## src/rtl/branch_presolve_pkg.sv

```systemverilog
// Pre-decode constants, CFI classification and J-immediate extraction for the branch presolver.
// Latency: purely combinational helpers, no state.
// Backpressure: not applicable (no handshake in this package).
package branch_presolve_pkg;

  localparam logic [6:0] OPC_JAL    = 7'b1101111;
  localparam logic [6:0] OPC_JALR   = 7'b1100111;
  localparam logic [6:0] OPC_BRANCH = 7'b1100011;
  localparam logic [2:0] F3_JALR    = 3'b000;
  // funct3 values with BRANCH opcode that are not real branches
  localparam logic [2:0] F3_BR_RSV0 = 3'b010;
  localparam logic [2:0] F3_BR_RSV1 = 3'b011;
  localparam logic [4:0] REG_RA     = 5'd1;

  typedef enum logic [2:0] {NONE, BR, JAL, JALR, CALL, RET} cfi_kind_e;

  // J-type immediate: imm[20|10:1|11|19:12] lives in inst[31:12]; bit 0 is always zero
  function automatic logic [20:0] jal_imm(input logic [31:0] inst);
    return {inst[31], inst[19:12], inst[20], inst[30:21], 1'b0};
  endfunction

  // Classify one instruction; CALL and RET are the RAS-relevant subsets of JAL and JALR
  function automatic cfi_kind_e decode_cfi(input logic [31:0] inst);
    logic [6:0] opc;
    logic [2:0] f3;
    logic [4:0] rd;
    logic [4:0] rs1;
    cfi_kind_e  kind;
    opc  = inst[6:0];
    rd   = inst[11:7];
    f3   = inst[14:12];
    rs1  = inst[19:15];
    kind = NONE;
    if (opc == OPC_JAL) begin
      kind = (rd == REG_RA) ? CALL : JAL;
    end else if (opc == OPC_JALR && f3 == F3_JALR) begin
      kind = (rd == 5'd0 && rs1 == REG_RA && inst[31:20] == 12'd0) ? RET : JALR;
    end else if (opc == OPC_BRANCH && f3 != F3_BR_RSV0 && f3 != F3_BR_RSV1) begin
      kind = BR;
    end
    return kind;
  endfunction

endpackage

```

## src/rtl/branch_presolve_ras.sv

```systemverilog
// Circular return-address stack; push overwrites the oldest entry when full, pop on empty is a no-op.
// Latency: push/pop take effect at the clock edge; top and count are registered state.
// Backpressure: none, the caller issues at most one push or pop per cycle.
module branch_presolve_ras #(
  parameter int RAS_DEPTH = 8,
  parameter int XLEN      = 64
) (
  input  logic                       clock,
  input  logic                       reset,
  input  logic                       push,
  input  logic                       pop,
  input  logic [XLEN-1:0]            push_data,
  output logic [XLEN-1:0]            top,
  output logic [$clog2(RAS_DEPTH):0] count
);

  localparam int PTR_W = $clog2(RAS_DEPTH);
  localparam int CNT_W = PTR_W + 1;

  logic [XLEN-1:0]  mem [RAS_DEPTH];
  logic [PTR_W-1:0] ptr;      // next write slot; top is the slot below it
  logic [PTR_W-1:0] top_idx;

  assign top_idx = ptr - PTR_W'(1);
  assign top     = mem[top_idx];

  // Stack update: pointer wraps freely, count saturates at depth and floors at zero
  always_ff @(posedge clock or posedge reset) begin
    if (reset) begin
      ptr   <= '0;
      count <= '0;
      for (int i = 0; i < RAS_DEPTH; i++) mem[i] <= '0;
    end else if (push) begin
      mem[ptr] <= push_data;
      ptr      <= ptr + PTR_W'(1);
      if (count != CNT_W'(RAS_DEPTH)) count <= count + CNT_W'(1);
    end else if (pop && count != '0) begin
      ptr   <= ptr - PTR_W'(1);
      count <= count - CNT_W'(1);
    end
  end

endmodule

```

## src/rtl/branch_presolve_multi.sv

```systemverilog
// Pre-decodes a fetch pack and emits early redirects (JAL targets, RAS returns, false-taken fixups).
// Latency: one cycle, an accepted pack's redirect is visible right after the accepting edge.
// Backpressure: pack ready while the output register is empty or being drained; output holds while not taken.
module branch_presolve_multi
  import branch_presolve_pkg::*;
#(
  parameter int FETCH_WIDTH = 2,
  parameter int XLEN        = 64,
  parameter int RAS_DEPTH   = 8,
  localparam int SLOT_W     = (FETCH_WIDTH > 1) ? $clog2(FETCH_WIDTH) : 1,
  localparam int CNT_W      = $clog2(RAS_DEPTH) + 1
) (
  input  logic                     clock,
  input  logic                     reset,
  input  logic                     io_i_flush,
  input  logic                     io_i_fetch_pack_valid,
  output logic                     io_o_fetch_pack_ready,
  input  logic [FETCH_WIDTH-1:0]   io_i_fetch_pack_valids,
  input  logic [XLEN-1:0]          io_i_fetch_pack_pc,
  input  logic [32*FETCH_WIDTH-1:0] io_i_fetch_pack_insts,
  input  logic                     io_i_bp_valid,
  input  logic                     io_i_bp_taken,
  input  logic [SLOT_W-1:0]        io_i_bp_slot,
  input  logic [XLEN-1:0]          io_i_bp_target,
  output logic                     io_o_presolve_valid,
  input  logic                     io_i_presolve_ready,
  output logic [XLEN-1:0]          io_o_presolve_pc,
  output logic                     io_o_presolve_taken,
  output logic [SLOT_W-1:0]        io_o_presolve_slot,
  output logic [CNT_W-1:0]         io_o_ras_count
);

  localparam int OFF_W = $clog2(4 * FETCH_WIDTH);

  typedef struct packed {
    logic [XLEN-1:0]   pc;
    logic              taken;
    logic [SLOT_W-1:0] slot;
  } res_t;

  logic [XLEN-1:0] base;
  cfi_kind_e       kind    [FETCH_WIDTH];
  logic [XLEN-1:0] spc     [FETCH_WIDTH];
  logic [XLEN-1:0] jal_tgt [FETCH_WIDTH];

  logic              j_found, j_is_call, j_is_ret;
  logic [SLOT_W-1:0] j_idx;
  logic [XLEN-1:0]   j_tgt, j_spc, j_target;
  logic              p_valid, p_cfi;
  logic [XLEN-1:0]   p_spc;
  logic              emit, accept;
  res_t              res, out_q;
  logic              out_valid;
  logic [XLEN-1:0]   ras_top;
  logic [CNT_W-1:0]  ras_count;

  // Slot PCs are taken from the pack-aligned base, whatever the pack PC offset is
  assign base = {io_i_fetch_pack_pc[XLEN-1:OFF_W], {OFF_W{1'b0}}};

  for (genvar g = 0; g < FETCH_WIDTH; g++) begin : g_slot
    logic [31:0] inst;
    logic [20:0] imm;
    assign inst       = io_i_fetch_pack_insts[32*g +: 32];
    assign imm        = jal_imm(inst);
    assign kind[g]    = io_i_fetch_pack_valids[g] ? decode_cfi(inst) : NONE;
    assign spc[g]     = base + XLEN'(4 * g);
    assign jal_tgt[g] = spc[g] + {{(XLEN-21){imm[20]}}, imm};
  end

  // Lowest JAL/RET slot wins (scan high to low so the last hit is the lowest); also pick the predicted slot
  always_comb begin
    j_found   = 1'b0;
    j_idx     = '0;
    j_is_call = 1'b0;
    j_is_ret  = 1'b0;
    j_tgt     = '0;
    j_spc     = '0;
    p_cfi     = 1'b0;
    p_spc     = '0;
    for (int i = FETCH_WIDTH - 1; i >= 0; i--) begin
      if (kind[i] == JAL || kind[i] == CALL || kind[i] == RET) begin
        j_found   = 1'b1;
        j_idx     = SLOT_W'(i);
        j_is_call = (kind[i] == CALL);
        j_is_ret  = (kind[i] == RET);
        j_tgt     = jal_tgt[i];
        j_spc     = spc[i];
      end
      if (SLOT_W'(i) == io_i_bp_slot) begin
        p_cfi = (kind[i] != NONE);
        p_spc = spc[i];
      end
    end
  end

  assign p_valid  = io_i_bp_valid && io_i_bp_taken;
  assign j_target = j_is_ret ? ras_top : j_tgt;

  // Resolution priority: JAL/RET not after the prediction, then false-taken on a non-CFI slot
  always_comb begin
    emit      = 1'b0;
    res.pc    = '0;
    res.taken = 1'b0;
    res.slot  = '0;
    if (j_found && (!p_valid || j_idx <= io_i_bp_slot)) begin
      // empty-RAS return and an already-correct prediction both leave nothing to say
      if (!(j_is_ret && ras_count == '0) &&
          !(p_valid && j_idx == io_i_bp_slot && io_i_bp_target == j_target)) begin
        emit      = 1'b1;
        res.pc    = j_target;
        res.taken = 1'b1;
        res.slot  = j_idx;
      end
    end else if (p_valid && !p_cfi) begin
      emit      = 1'b1;
      res.pc    = p_spc + XLEN'(4);
      res.taken = 1'b0;
      res.slot  = io_i_bp_slot;
    end
  end

  assign io_o_fetch_pack_ready = !out_valid || io_i_presolve_ready;
  assign accept = io_i_fetch_pack_valid && io_o_fetch_pack_ready && !io_i_flush;

  branch_presolve_ras #(
    .RAS_DEPTH(RAS_DEPTH),
    .XLEN     (XLEN)
  ) u_ras (
    .clock    (clock),
    .reset    (reset),
    .push     (accept && j_found && j_is_call),
    .pop      (accept && j_found && j_is_ret),
    .push_data(j_spc + XLEN'(4)),
    .top      (ras_top),
    .count    (ras_count)
  );

  // Output register: flush drops it, an emitting pack loads it, otherwise it drains when taken
  always_ff @(posedge clock or posedge reset) begin
    if (reset) begin
      out_valid <= 1'b0;
      out_q     <= '0;
    end else if (io_i_flush) begin
      out_valid <= 1'b0;
    end else if (accept && emit) begin
      out_valid <= 1'b1;
      out_q     <= res;
    end else if (io_i_presolve_ready) begin
      out_valid <= 1'b0;
    end
  end

  assign io_o_presolve_valid = out_valid;
  assign io_o_presolve_pc    = out_q.pc;
  assign io_o_presolve_taken = out_q.taken;
  assign io_o_presolve_slot  = out_q.slot;
  assign io_o_ras_count      = ras_count;

endmodule

```

## config.mk

```make
export PLATFORM = sky130hd
export DESIGN_NAME = branch_presolve_multi
export DESIGN_NICKNAME = d
export VERILOG_FILES = /design/src/rtl/branch_presolve_pkg.sv /design/src/rtl/branch_presolve_ras.sv /design/src/rtl/branch_presolve_multi.sv
export SDC_FILE = /design/constraint.sdc
export NUM_CORES = 2
export LEC_CHECK = 0
export ABC_AREA = 0
export BUFFER_PORTS_ARGS = -buffer_cell sky130_fd_sc_hd__buf_2
export CAP_MARGIN = 10
export CORE_MARGIN = 2
export CORE_UTILIZATION = 34
export CTS_BUF_LIST = sky130_fd_sc_hd__clkbuf_8
export CTS_CLUSTER_SIZE = 40
export DETAILED_ROUTE_END_ITERATION = 10
export GPL_TIMING_DRIVEN = 0
export PLACE_DENSITY = 0.47
export SLEW_MARGIN = 20
export SYNTH_ARGS = -nofsm -noshare
export SYNTH_HDL_FRONTEND = slang
export SYNTH_SLANG_ARGS = --single-unit
```

## constraint.sdc

```tcl
create_clock -name clock -period 50.7 [get_ports clock]
set_input_delay 10.14 -clock clock [delete_from_list [all_inputs] [get_ports clock]]
set_output_delay 10.14 -clock clock [all_outputs]
set_load 0.02 [all_outputs]
```

==> metrics.yaml <==
fp.coreArea_um2: 113000
setup_viol: 0
min_path_type: "reg2reg"
yosys_register_bits: 569
total_switching_power_mw: 0.370
clk_pin_slew_ps: 60
numPortBuffers: 266
detail_route.drc_violations: 0
mappedNetlistNets: 4786
post_route_cells_drive_above_1_share: 0.147
hold_depth: 2
post_cts.repair.setup_buffers: 0
routed-via-count: 38800
worst-r2r-setup-slack_ps: 40470
status: "finished, final reports clean"
area.growth.synth_to_final_pct: 14.3
sw_frac_of_total: 0.323
highest_clock_frequency_the_design_can_meet_ghz: 0.0479
worst_slew_pin_slew_ps: 1310
design.portCount: 274
cts_resized: 0
synth_area_per_cell_um2: 8.71
cellInternalPower_mw: 0.775
setup.worst_path.class: "in2out"
synth-warning-count: 0
clock_sink_count: 569
routabilityCongestion: 1.01
num_rows: 123
nature_of_the_critical_path_endpoint: "output port"
utilization: 0.393
synth_edf_count: 0
hold_path_end: "u_ras.mem[133]"
timing.slew.headroom: 0.119
synth.lib_cells_used.distinct: 99
crit_arrival_ps: 10740
synthTopCellsByCount: "849 x nand2_1, 582 x o21ai_0, 569 x dfrtp_1"
combinationalPowerShare: 0.191
routed_via_density: 6.05
flop_pwr_share: 0.418
chipWidth_um: 342
fin_crit_period_ps: 20880
synth_area_leader_cell: "dfrtp_1"
antenna_found_initial: 8
maxCapViolations: 0
nNetsFinal: 5160
drt_iter0_drc: 3733
post-route-period-util: 0.412
total_clock_buffers_created_by_cts: 96
ys_seq_area_frac: 0.367
initial_core_util: 0.344
async_flop_share: 1.00
timing.clock.skew_ps: 39.8
syn_inst: 4454
reg2reg_depth: 24
synth_top_cell_area_share: 0.367
clock_insertion_delay_worst_skew_ps: 750
clk_root_buffer_cell: "clkbuf_8"
timing.final.hold_violations: 0
area_contributors_post_synth: "dfrtp_1 37%, nand2_1 8.2%, o21ai_0 7.5%, mux4_2 7.0%, ha_1 4.1%"
ir_worst_vdd_mv: 0.0153
clockBufferDepth: 3
crit_fanout: 4
cellPowerDensity_nw_per_um2: 25.8
netlist_area_um2: 38800
worstHoldStart: "u_ras.mem[133]"
totalNegativeSetupSlack_ps: 0
place_hpwl_um: 157000
power.share.clock: 0.391
critical_path.reg2reg.endpoint: "io_o_presolve_pc[3]"
wl_per_cell_um: 31.5
grt_max_degree: 89
wire_length_of_the_first_global_routing_pass_um: 282000
gr-total-overflow: 0
die_h_um: 342
report.final.slew_viol_count: 0
cellLeakagePower_nw: 18.5
die_area_um2: 117000
tritoncts: "done"
worst_setup_path_start_kind: "input port"
detailed_router_iteration_count_before_antenna_repair: 6
vias_in_the_first_global_route: 37800
number_of_hold_repair_buffers_added_at_the_cts_stage: 0
setup_repair_after_global_routing_missed_its_margin: "false"
cts_max_level: 3
route.antenna.remaining_nets: 0
globalRouteTotalUtil: 0.338
postRouteWirelength_um: 201000
most_common_cell_in_the_netlist: "nand2_1"
r2r_path_start: "u_ras.ptr[0]"
synth_ff_type: "dfrtp_1"
cp_data_required_time_ps: 40560
==> through the flow <==
step | cell area, um^2 | power (mW) | std cells | setup WS, ps | hold slack, ps
floorplan | 38800 | 0.608 | 4454 | 24640 | 443
global placement | 42000 | 0.698 | 6220 | 16720 | 456
detailed placement | 42300 | 0.698 | 6230 | 29860 | 465
CTS | 44400 | 1.15 | 6399 | 29860 | 478
global route | 44400 | 1.18 | 6401 | 29820 | 491
finish | 44400 | 1.15 | 6402 | 29820 | 474
==> final cells by class <==
type / count / area, um^2
inverters: 61 / 239
well taps: 1500 / 1880
fillers: 11800 / 68400
clock buffers: 126 / 1730
multi-input cells: 3529 / 23100
clock inverters: 43 / 298
repair buffers: 276 / 1550
flip-flops and latches: 569 / 14200
plain buffers: 295 / 1280
diodes: 3 / 7.51
==> registers in the layout, summed over array words and instances (netlist names) <==
register             cells
u_ras.mem              496
io_o_presolve_pc        63
u_ras.count              4
u_ras.ptr                3
io_o_presolve_slot       1
io_o_presolve_taken      1
io_o_presolve_valid      1
==> kinds of logic after synthesis <==
family	Yosys count	share of synthesized area
flops	569	0.367
compound gates	1342	0.215
mux	210	0.0939
xor+xnor	245	0.0553
other cells	1	0.0000966
buf+inv	356	0.0388
simple gates	1601	0.188
fa+ha+maj	130	0.0425
==> routing by layer <==
layer,vias up,share of wire,track usage
li1,17100,-,-
met1,19500,0.41,0.448
met2,1732,0.45,0.529
met3,438,0.073,0.0480
met4,4,0.064,0.192
met5,-,0.00016,0
==> critical path: stages <==
cell and delay [ps]:
buf_2 90, nand2b_1 270, buf_2 230
==> power by group through the flow <==
| stage | clock network, mW | logic [mW] | registers (mW) |
|---|---|---|---|
| final | 0.447 | 0.219 | 0.479 |
| after global routing | 0.472 | 0.233 | 0.478 |
| after CTS | 0.454 | 0.214 | 0.478 |
| after detailed placement | 0 | 0.213 | 0.485 |
| after global placement | 0 | 0.211 | 0.487 |
| after floorplan | 0 | 0.117 | 0.490 |
==> how the worst max path moves through the flow <==
stage | from | to | slack (ps) | depth (start not counted)
floorplan | reset | io_o_presolve_pc[10] | 24640 | 1
global route | io_i_presolve_ready | io_o_fetch_pack_ready | 29820 | 3
CTS | io_i_presolve_ready | io_o_fetch_pack_ready | 29860 | 3
detailed placement | io_i_presolve_ready | io_o_fetch_pack_ready | 29860 | 3
finish | io_i_presolve_ready | io_o_fetch_pack_ready | 29820 | 3
global placement | reset | io_o_presolve_pc[63] | 16720 | 2
==> cells in the final DEF (no fill, tap or decap), types with 31 or more instances in the layout <==
| master | netlist | final |
|---|---|---|
| a21oi_1 | 245 | 243 |
| mux2i_1 | 59 | 59 |
| nor2_1 | 245 | 245 |
| mux4_2 | 120 | 120 |
| buf_2 | 57 | 328 |
| a221o_1 | 52 | 52 |
| a21o_1 | 44 | 44 |
| o21a_1 | 40 | 40 |
| o211ai_1 | 33 | 33 |
| xnor2_1 | 155 | 153 |
| nand3_1 | 99 | 99 |
| inv_1 | 60 | 81 |
| nand2_1 | 849 | 849 |
| clkbuf_1 | 200 | 198 |
| clkbuf_8 | 0 | 126 |
| and3_1 | 48 | 48 |
| a211oi_1 | 34 | 34 |
| o31ai_1 | 42 | 42 |
| mux2_2 | 31 | 31 |
| ha_1 | 127 | 127 |
| dfrtp_1 | 569 | 569 |
| o21ai_0 | 582 | 581 |
| nor3_1 | 64 | 64 |
| nand4_1 | 88 | 88 |
| xor2_1 | 90 | 87 |
Power figures use the tool's default switching activity.
